[src/rtl/riscv_defines.sv]
// riscv_defines: shared types and constants for the instruction prefetch buffer.
package riscv_defines;
    localparam int                    WORD_WIDTH = 32;
    localparam logic [WORD_WIDTH-1:0] PC_INCR    = 32'd4;

    typedef enum logic [1:0] {BOOT, RUN, HOLD} prefetch_state_e;

    typedef struct packed {
        logic [WORD_WIDTH-1:0] addr;
        logic [WORD_WIDTH-1:0] data;
    } fetch_entry_t;
endpackage

[src/rtl/prefetch_fifo.sv]
// prefetch_fifo: DEPTH-entry queue of {addr,data} with flush; head is read straight from storage.
module prefetch_fifo
    import riscv_defines::*;
#(
    parameter int DEPTH = 4
) (
    input  logic                     clk,
    input  logic                     rst_n,
    input  logic                     flush_i,
    input  logic                     push_i,
    input  logic                     pop_i,
    input  fetch_entry_t             entry_i,
    output fetch_entry_t             entry_o,
    output logic [$clog2(DEPTH):0]   count_o,
    output logic                     full_o,
    output logic                     empty_o
);
    localparam int AW = $clog2(DEPTH);
    localparam int CW = AW + 1;

    fetch_entry_t   mem_q [DEPTH];
    logic [AW-1:0]  rd_q, wr_q;
    logic [CW-1:0]  cnt_q;

    assign entry_o = mem_q[rd_q];
    assign count_o = cnt_q;
    assign full_o  = cnt_q == CW'(DEPTH);
    assign empty_o = cnt_q == '0;

    always_ff @(posedge clk or negedge rst_n) begin
        if (!rst_n) begin
            mem_q <= '{default: '0};
            rd_q  <= '0;
            wr_q  <= '0;
            cnt_q <= '0;
        end else if (flush_i) begin
            rd_q  <= '0;
            wr_q  <= '0;
            cnt_q <= '0;
        end else begin
            if (push_i) begin
                mem_q[wr_q] <= entry_i;
                wr_q        <= wr_q + AW'(1);
            end
            if (pop_i) rd_q <= rd_q + AW'(1);
            cnt_q <= cnt_q + CW'(push_i) - CW'(pop_i);
        end
    end
endmodule

[src/rtl/if_prefetch_buffer.sv]
// if_prefetch_buffer: fetches instruction words ahead of the core into a FIFO; branches flush and discard old-path responses.
// Define PREFETCH_BYPASS_EN to forward a response combinationally when the queue is empty and the consumer is ready.
module if_prefetch_buffer
    import riscv_defines::*;
#(
    parameter int DEPTH           = 4,
    parameter int MAX_OUTSTANDING = 2
) (
    input  logic                  clk,
    input  logic                  rst_n,
    input  logic                  fetch_en_i,
    input  logic [WORD_WIDTH-1:0] pc_start_address_i,
    input  logic                  branch_i,
    input  logic [WORD_WIDTH-1:0] branch_addr_i,
    output logic                  mem_req_o,
    output logic [WORD_WIDTH-1:0] mem_addr_o,
    input  logic                  mem_gnt_i,
    input  logic                  mem_rvalid_i,
    input  logic [WORD_WIDTH-1:0] mem_rdata_i,
    output logic                  instr_valid_o,
    output logic [WORD_WIDTH-1:0] instr_rdata_o,
    output logic [WORD_WIDTH-1:0] instr_addr_o,
    input  logic                  instr_ready_i
);
    localparam int CW = $clog2(DEPTH) + 1;

    prefetch_state_e       state_q, state_d;
    logic [WORD_WIDTH-1:0] fetch_addr_q, fetch_addr_d, mem_addr_q, mem_addr_d;
    logic                  mem_req_q, mem_req_d, stale_q, stale_d;
    logic [1:0]            outst_q, outst_d, discard_q, discard_d, live_d;
    logic [WORD_WIDTH-1:0] aq_q [3];
    logic [WORD_WIDTH-1:0] aq_d [3];
    logic                  gnt, rv, flush, push, pop, bypass, fifo_full, fifo_empty;
    logic [CW-1:0]         fifo_count, count_d;
    fetch_entry_t          head;

    assign gnt   = mem_req_q && mem_gnt_i;
    assign rv    = mem_rvalid_i && outst_q != '0;
    assign flush = branch_i && state_q != BOOT;
`ifdef PREFETCH_BYPASS_EN
    assign bypass = rv && fifo_empty && discard_q == '0 && instr_ready_i && !flush;
`else
    assign bypass = 1'b0;
`endif
    assign push          = rv && discard_q == '0 && !flush && !bypass;
    assign pop           = !fifo_empty && instr_ready_i && !flush;
    assign mem_req_o     = mem_req_q;
    assign mem_addr_o    = mem_addr_q;
    assign instr_valid_o = !fifo_empty || bypass;
    assign instr_rdata_o = bypass ? mem_rdata_i : head.data;
    assign instr_addr_o  = bypass ? aq_q[0] : head.addr;

    prefetch_fifo #(.DEPTH(DEPTH)) u_fifo (
        .clk     (clk),
        .rst_n   (rst_n),
        .flush_i (flush),
        .push_i  (push),
        .pop_i   (pop),
        .entry_i ({aq_q[0], mem_rdata_i}),
        .entry_o (head),
        .count_o (fifo_count),
        .full_o  (fifo_full),
        .empty_o (fifo_empty)
    );

    // A request still waiting for gnt at a branch is stale: its grant adds to the discard count, not to fetch_addr.
    always_comb begin
        outst_d   = outst_q + 2'(gnt) - 2'(rv);
        count_d   = flush ? '0 : fifo_count + CW'(push) - CW'(pop);
        discard_d = flush ? outst_d : discard_q - 2'(rv && discard_q != '0) + 2'(gnt && stale_q);
        stale_d   = flush ? mem_req_q && !mem_gnt_i : stale_q && !gnt;
        live_d    = outst_d - discard_d;
        for (int i = 0; i < 2; i++) aq_d[i] = rv ? aq_q[i+1] : aq_q[i];
        aq_d[2] = rv ? '0 : aq_q[2];
        if (gnt) aq_d[outst_q - 2'(rv)] = mem_addr_q;
        state_d      = state_q;
        fetch_addr_d = fetch_addr_q;
        if (state_q == BOOT) begin
            state_d      = fetch_en_i ? RUN : BOOT;
            fetch_addr_d = fetch_en_i ? pc_start_address_i : fetch_addr_q;
        end else begin
            if (gnt && !stale_q) fetch_addr_d = fetch_addr_q + PC_INCR;
            if (flush) fetch_addr_d = branch_addr_i & ~32'h3;
            if (state_q == RUN && !fetch_en_i && !mem_req_q) state_d = HOLD;
            if (state_q == HOLD && fetch_en_i) state_d = RUN;
        end
        mem_req_d  = mem_req_q && !mem_gnt_i;
        mem_addr_d = mem_addr_q;
        if (!mem_req_d && state_d == RUN && fetch_en_i && int'(outst_d) < MAX_OUTSTANDING &&
            int'(count_d) + int'(live_d) < DEPTH) begin
            mem_req_d  = 1'b1;
            mem_addr_d = fetch_addr_d;
        end
    end

    always_ff @(posedge clk or negedge rst_n) begin
        if (!rst_n) begin
            state_q      <= BOOT;
            fetch_addr_q <= '0;
            mem_addr_q   <= '0;
            mem_req_q    <= 1'b0;
            stale_q      <= 1'b0;
            outst_q      <= '0;
            discard_q    <= '0;
            aq_q         <= '{default: '0};
        end else begin
            state_q      <= state_d;
            fetch_addr_q <= fetch_addr_d;
            mem_addr_q   <= mem_addr_d;
            mem_req_q    <= mem_req_d;
            stale_q      <= stale_d;
            outst_q      <= outst_d;
            discard_q    <= discard_d;
            aq_q         <= aq_d;
        end
    end

    assert property (@(posedge clk) disable iff (!rst_n) mem_rvalid_i |-> outst_q != '0);
    assert property (@(posedge clk) disable iff (!rst_n) push |-> !fifo_full || pop);
endmodule

[config.mk]
export PLATFORM = sky130hd
export DESIGN_NAME = if_prefetch_buffer
export DESIGN_NICKNAME = d
export VERILOG_FILES = /design/src/rtl/riscv_defines.sv /design/src/rtl/prefetch_fifo.sv /design/src/rtl/if_prefetch_buffer.sv
export SDC_FILE = /design/constraint.sdc
export NUM_CORES = 1
export LEC_CHECK = 0
export ABC_AREA = 1
export CAP_MARGIN = 5
export CELL_PAD_IN_SITES_DETAIL_PLACEMENT = 0
export CELL_PAD_IN_SITES_GLOBAL_PLACEMENT = 1
export CORE_MARGIN = 4
export CORE_UTILIZATION = 39
export CTS_CLUSTER_SIZE = 28
export DETAILED_ROUTE_END_ITERATION = 16
export HOLD_SLACK_MARGIN = 0.12
export MAX_ROUTING_LAYER = met4
export PLACE_DENSITY = 0.87
export SLEW_MARGIN = 0
export SYNTH_ARGS = -nofsm -noshare
export SYNTH_HDL_FRONTEND = slang
export SYNTH_HIERARCHICAL = 1
export SYNTH_SLANG_ARGS = --single-unit
[constraint.sdc]
create_clock -name clk -period 4 [get_ports clk]
set_clock_uncertainty 0.15 [all_clocks]
set_input_delay 0.8 -clock clk [delete_from_list [all_inputs] [get_ports clk]]
set_output_delay 0.8 -clock clk [all_outputs]
set_load 0.005 [all_outputs]
==> run metrics, run 1 <==
RD Place Congestion 0.906; Max transition margin 0.358; Bufs and invs on worst path 5; Syn Std Cell Area 20300 um^2; initial antenna violation count 0; Placed Area 23100 um^2; static leakage 12.1 nW; CTS Sinks 431; Port Buffer Count 198; Max Cap Viol 0; FP Rows 83; Die Ht 236 um; critical path fanouts, max 31; crit path kind input pin to flop; GR Util All Layers 0.199; post-route ant nets 0; worst path required time 4380 ps; total routed wirelength 54.3 mm; status completed; register area 10800 um^2; fill count 4968; RSZ-0062 raised after global routing no; fin area 24800 um^2; vias in the first global route 16.5k; GRT overflow 0; dpl hpwl 35.6 mm; die area 55900 um^2; clock slew at reported path FFs 60 ps; Slowest Stage Delay on Critical Path 440 ps; pwr/cell area 572 nW/um^2; Tmin final 3760 ps; share of layout cells above drive strength 1 0.0603; # setup viols final 0; CP cell instances clkdlybuf4s50_1, o21a_2, inv_2, nor2_1, ha_1, inv_1, ha_1, nand2_1, o21ai_1, ha_1, xnor3_1, ha_1, nand2_1, nor2_1, nand2_1, nand4_1, nor3_4, buf_12, buf_12, nand2_1, o21ai_1; Slowest-stage cell, CP clkdlybuf4s50_1; Root Buffer clkbuf_16; Residual DRC 0; Slew Limit Fails 0; TritonCTS buffer count 48; syn nets 2611; pin count of the biggest net entering global routing 99; f_max 266 MHz; Clk Latency, worst-skew pair 610 ps; Slew @ Worst Pin 962 ps; CP endpoint kind flop; Die Width 236 um; Max VDD drop 0.293 mV; total power draw 0.0142 W; H-tree levels 2; first-pass GRT wire length 89.5 mm; Synth Warn # 6; top cell family by delay on the critical path adder cells; DR WL/cell 16.2 um; via/cell ratio 5.09; Final nets 2754; multi-input logic area 7790 um^2; worst-case clock buffer depth 3; CTS tree built; Synth Area per Inst 8.17 um^2; Arrival @ worst endpoint 4140 ps; Hold Crit Class flop to flop; area grow syn2layout 22.1%; Setup TNS Final 0 ps; # IOs 201; final hold slack 330 ps; nature of the critical path startpoint input pin; vias 17.1k; Final Hold Vio Count 0; initial core utilization 0.395; Core Area 51500 um^2; Syn Inst Count 2491; initial DRC count 1443; 1st-pass router iterations 5; Final period util 0.941; # diodes 0
==> state kept, by name, indices dropped and copies added, names as in the netlist <==
name,cells
mem_addr_o,32
aq_q,96
u_fifo/count_o,3
discard_q,2
u_fifo/rd_q,2
state_q,2
mem_req_o,1
outst_q,2
u_fifo/wr_q,2
fetch_addr_q,32
u_fifo/mem_q,256
stale_q,1
==> layout by cell type, fill, tap and decap left out, drive strengths merged <==
cell type and count:
a211oi 1, a21boi 3, a21o 1, a21oi 34, a22oi 1, and2 1
buf 55, bufinv 6, clkbuf 68, clkdlybuf4s50 196, clkinv 10, clkinvlp 3
dfrtp 431, dlygate4sd3 1, dlymetal6s2s 1, fa 2, ha 15, inv 288
nand2 653, nand3 71, nand3b 1, nand4 6, nor2 172, nor3 11
nor3b 1, nor4 1, o211ai 132, o21a 1, o21ai 422, o22ai 68
xnor2 5, xnor3 1, xor2 9
==> per-stage QoR <==
stage / setup slack (ps) / instances / util
after floorplan: 54.5 / 2491 / -
after global routing: 20.9 / 3351 / 0.482
after detailed placement: -485 / 3263 / 0.449
final: 236 / 3351 / 0.482
after global placement: -308 / 3263 / 0.449
after CTS: 143 / 3351 / 0.482
==> per-layer routing <==
metal	wire length [um]	vias up	GRT usage
li1	-	8409	-
met1	25400	8120	0.279
met2	24700	460	0.304
met3	3310	65	0.0401
met4	901	0	0.0396
met5	0	-	-
==> worst min-delay path, cell delays in order (launching register included) <==
cell	delay, ps
dfrtp_1	340
nand2_1	50
o21ai_0	60
==> repair_timing <==
item / in CTS / in global routing
setup buffers: 0 / 0
resized for setup: 0 / 3
hold buffers: 1 / 0
setup endpoints to repair: 0 / 29
endpoints found under the hold margin: 65 / 0
==> final timing paths <==
| kind | depth (start not counted) | endpoint | start | slack, ps |
|---|---|---|---|---|
| worst max-delay path | 21 | mem_addr_o[11] | mem_rvalid_i | 240 |
| worst min-delay path | 2 | u_fifo/mem_q[216] | u_fifo/mem_q[216] | 330 |
| worst max register to register | 20 | mem_addr_o[11] | outst_q[1] | 360 |
| worst min register to register | 2 | u_fifo/mem_q[216] | u_fifo/mem_q[216] | 330 |
| max in group asynchronous | 3 | u_fifo/mem_q[158] | rst_n | 2070 |
| min in group asynchronous | 2 | u_fifo/mem_q[6] | rst_n | 670 |
==> final cells by class <==
type                       count  area share
clock buffer                  68      0.0571
clock inverter                19      0.0115
inverter                     288      0.0437
multi-input combinational   1612       0.314
sequential                   431       0.434
tap                          680      0.0343
timing repair buffer         253       0.105
==> where the power goes <==
group	internal [W]	switching, W
registers	0.00516	0.000478
clock network	0.00287	0.00183
logic	0.00183	0.00204
(Power assumes the default switching activity.)
==> run 2: changes to the inputs <==
--- a/config.mk
+++ b/config.mk
@@ -10,12 +10,12 @@
 export CELL_PAD_IN_SITES_DETAIL_PLACEMENT = 0
 export CELL_PAD_IN_SITES_GLOBAL_PLACEMENT = 1
 export CORE_MARGIN = 4
-export CORE_UTILIZATION = 39
+export CORE_UTILIZATION = 43
 export CTS_CLUSTER_SIZE = 28
 export DETAILED_ROUTE_END_ITERATION = 16
 export HOLD_SLACK_MARGIN = 0.12
 export MAX_ROUTING_LAYER = met4
-export PLACE_DENSITY = 0.87
+export PLACE_DENSITY = 0.9
 export SLEW_MARGIN = 0
 export SYNTH_ARGS = -nofsm -noshare
 export SYNTH_HDL_FRONTEND = slang
==> constraint.sdc (replaced) <==
create_clock -name clk -period 3.65 [get_ports clk]
set_clock_uncertainty 0.15 [all_clocks]
set_input_delay 0.73 -clock clk [delete_from_list [all_inputs] [get_ports clk]]
set_output_delay 0.73 -clock clk [all_outputs]
set_load 0.005 [all_outputs]
==> run metrics, run 2 (same netlist as run 1, synthesis figures left out) <==
status completed; RD Place Congestion 0.909 (+0.33%); die area 50900 um^2 (-9.0%); Setup TNS Final 0 ps (unchanged); Largest Register u_fifo/mem_q; vias in the first global route 16.2k (-1.8%); via/cell ratio 5.17 (+1.5%); critical path fanouts, max 8 (-74%); CP endpoint kind flop; f_max 284 MHz; total routed wirelength 52.7 mm (-2.9%); Max VDD drop 0.293 mV (-0.12%); commonest non-fill, non-tap cells in the layout 639 x nand2_1, 429 x dfrtp_1, 376 x o21ai_0; pin count of the biggest net entering global routing 141 (+42%); RR Endpoint mem_addr_o[7]; final hold slack 332 ps (+2.24 ps); Placed Area 23000 um^2 (-0.49%); RSZ-0062 raised after global routing yes; Bufs and invs on worst path 4 (-1); Core Area 46700 um^2 (-9.4%); DR WL/cell 16.1 um (-0.77%); total power draw 0.0151 W (+6.1%); path depth of the worst reg2reg path 20 (unchanged); Die Ht 226 um (-4.6%); biggest registers after layout u_fifo/mem_q x256, aq_q x96; Die Width 226 um (-4.6%); Slew Limit Fails 0 (unchanged); Tmin final 3520 ps; initial DRC count 1661 (+15%); 1st-pass router iterations 7 (+2); Slowest-stage cell, CP dfrtp_1; post-route ant nets 0 (unchanged); Root Buffer clkbuf_16; dpl hpwl 34.1 mm (-4.2%); reg-to-reg critical path startpoint outst_q[0]; Hold Crit Class flop to flop; Most common cell on crit path nand2_1; # setup viols final 0 (unchanged); Max transition margin 0.377 (+0.0184); top cell family by delay on the critical path adder cells; area grow syn2layout 21.3%; Slowest Stage Delay on Critical Path 400 ps (-40 ps); max FFs per register 256 (unchanged); Slew @ Worst Pin 935 ps (-27.6 ps); clock slew at reported path FFs 60 ps (about the same); Max Cap Viol 0 (unchanged); GR Util All Layers 0.211 (+0.0120); FP Rows 79 (-4.8%); Final Util 0.529 (+0.0468); Clk Latency, worst-skew pair 580 ps (-30 ps); Final Hold Vio Count 0 (unchanged); worst path required time 4010 ps (-370 ps); first-pass GRT wire length 85.6 mm (-4.3%); hold path start u_fifo/mem_q[125]; crit path kind flop to flop; Port Buffer Count 198 (unchanged); H-tree levels 2 (unchanged); nature of the critical path startpoint flop; Hold Crit Depth 2 (unchanged); CTS tree built; pwr/cell area 611 nW/um^2 (+6.8%); GRT overflow 0 (unchanged); vias 16.9k (-0.65%); fin area 24700 um^2 (-0.63%); # diodes 0 (unchanged); most common cell after layout, fill and taps aside nand2_1; CTS Sinks 431 (unchanged); initial antenna violation count 0 (unchanged); TritonCTS buffer count 47 (-2.1%); Residual DRC 0 (unchanged); # IOs 201 (unchanged); Arrival @ worst endpoint 3880 ps (-260 ps); worst-case clock buffer depth 3 (unchanged); Reg2Reg Setup Slack 130 ps (-230 ps); Final period util 0.964; WHS Endpoint u_fifo/mem_q[125]; CP cell instances o21a_4, inv_4, nor2_4, ha_4, inv_2, ha_4, nand2_2, o21ai_2, ha_2, xnor3_1, ha_1, nand2_1, nor2_1, nand2_1, nand4_1, nor3_4, buf_6, clkbuf_16, nand2_1, o21ai_1; share of layout cells above drive strength 1 0.0647 (+0.00447); Final nets 2756 (+0.073%); initial core utilization 0.436 (+0.0411); static leakage 12.1 nW (-0.34%)
[run 2: changes by cell type in the layout (fill, tap and decap cells not counted), sizes merged, moves of 2 or more]
| cell | delta |
|---|---|
| clkinv | +2 |
| inv | -2 |
| bufinv | -6 |
| dlymetal6s2s | +2 |
| clkdlybuf4s50 | -2 |
| clkbuf | +9 |
| clkinvlp | -3 |
[run 2: area by class of cell]
type / count / area [um^2]
inverters: 288 / 1090
flip-flops and latches: 431 / 10800
clock buffers: 75 / 1400
fillers: 4358 / 22000
clock inverters: 10 / 72.6
repair buffers: 256 / 2680
multi-input cells: 1612 / 7880
well taps: 607 / 759
[run 2: how the worst max path moves through the flow]
stage | end | from | slack (ps) | cells past startpoint
2_1_floorplan | mem_addr_o[10] | mem_rvalid_i | -20 | 20
3_3_place_gp | mem_addr_o[13] | mem_gnt_i | -520 | 20
3_5_place_dp | mem_addr_o[13] | mem_gnt_i | -610 | 20
4_1_cts | mem_addr_o[13] | mem_gnt_i | 7 | 20
5_1_grt | mem_addr_o[9] | outst_q[0] | -60 | 20
6_report | mem_addr_o[7] | outst_q[0] | 130 | 20
[run 2: worst reg2reg max path, cell delays in order (launching register included)]
cell and delay, ps:
dfrtp_1 400, o21a_4 240, inv_4 70, nor2_4 40, ha_4 260, inv_2 40
ha_4 240, nand2_2 40, o21ai_2 60, ha_2 190, xnor3_1 390, ha_1 300
nand2_1 60, nor2_1 40, nand2_1 50, nand4_1 130, nor3_4 260, buf_6 210
clkbuf_16 180, nand2_1 50, o21ai_1 70
[run 2: metal layers]
| layer | part of all wire | track usage | up-vias |
|---|---|---|---|
| met2 | 0.46 | 0.320 | 464 |
| met3 | 0.051 | 0.0310 | 78 |
| li1 | - | - | 8408 |
| met4 | 0.019 | 0.0490 | 0 |
| met1 | 0.47 | 0.304 | 7994 |
| met5 | 0 | - | - |
[run 2: through the flow]
stage          std cells  setup WS (ps)
2_1_floorplan       2491          -17.7
3_5_place_dp        3186           -614
4_1_cts             3272           6.98
6_report            3279            131
3_3_place_gp        3186           -525
5_1_grt             3279          -62.8
[run 2: what timing repair did]
item                                    CTS  global route
gates resized for setup                   0            27
endpoints found under the setup margin    0            33
hold endpoints to repair                 27             0
hold buffers                              1             0
buffers inserted                          0             4
[run 2: power by group]
part | switching, W | leakage [nW] | total, W | internal (W)
clock network | 0.00189 | 0.729 | 0.00452 | 0.00263
registers | 0.000521 | 5.58 | 0.00617 | 0.00565
logic | 0.00228 | 5.77 | 0.00438 | 0.00209
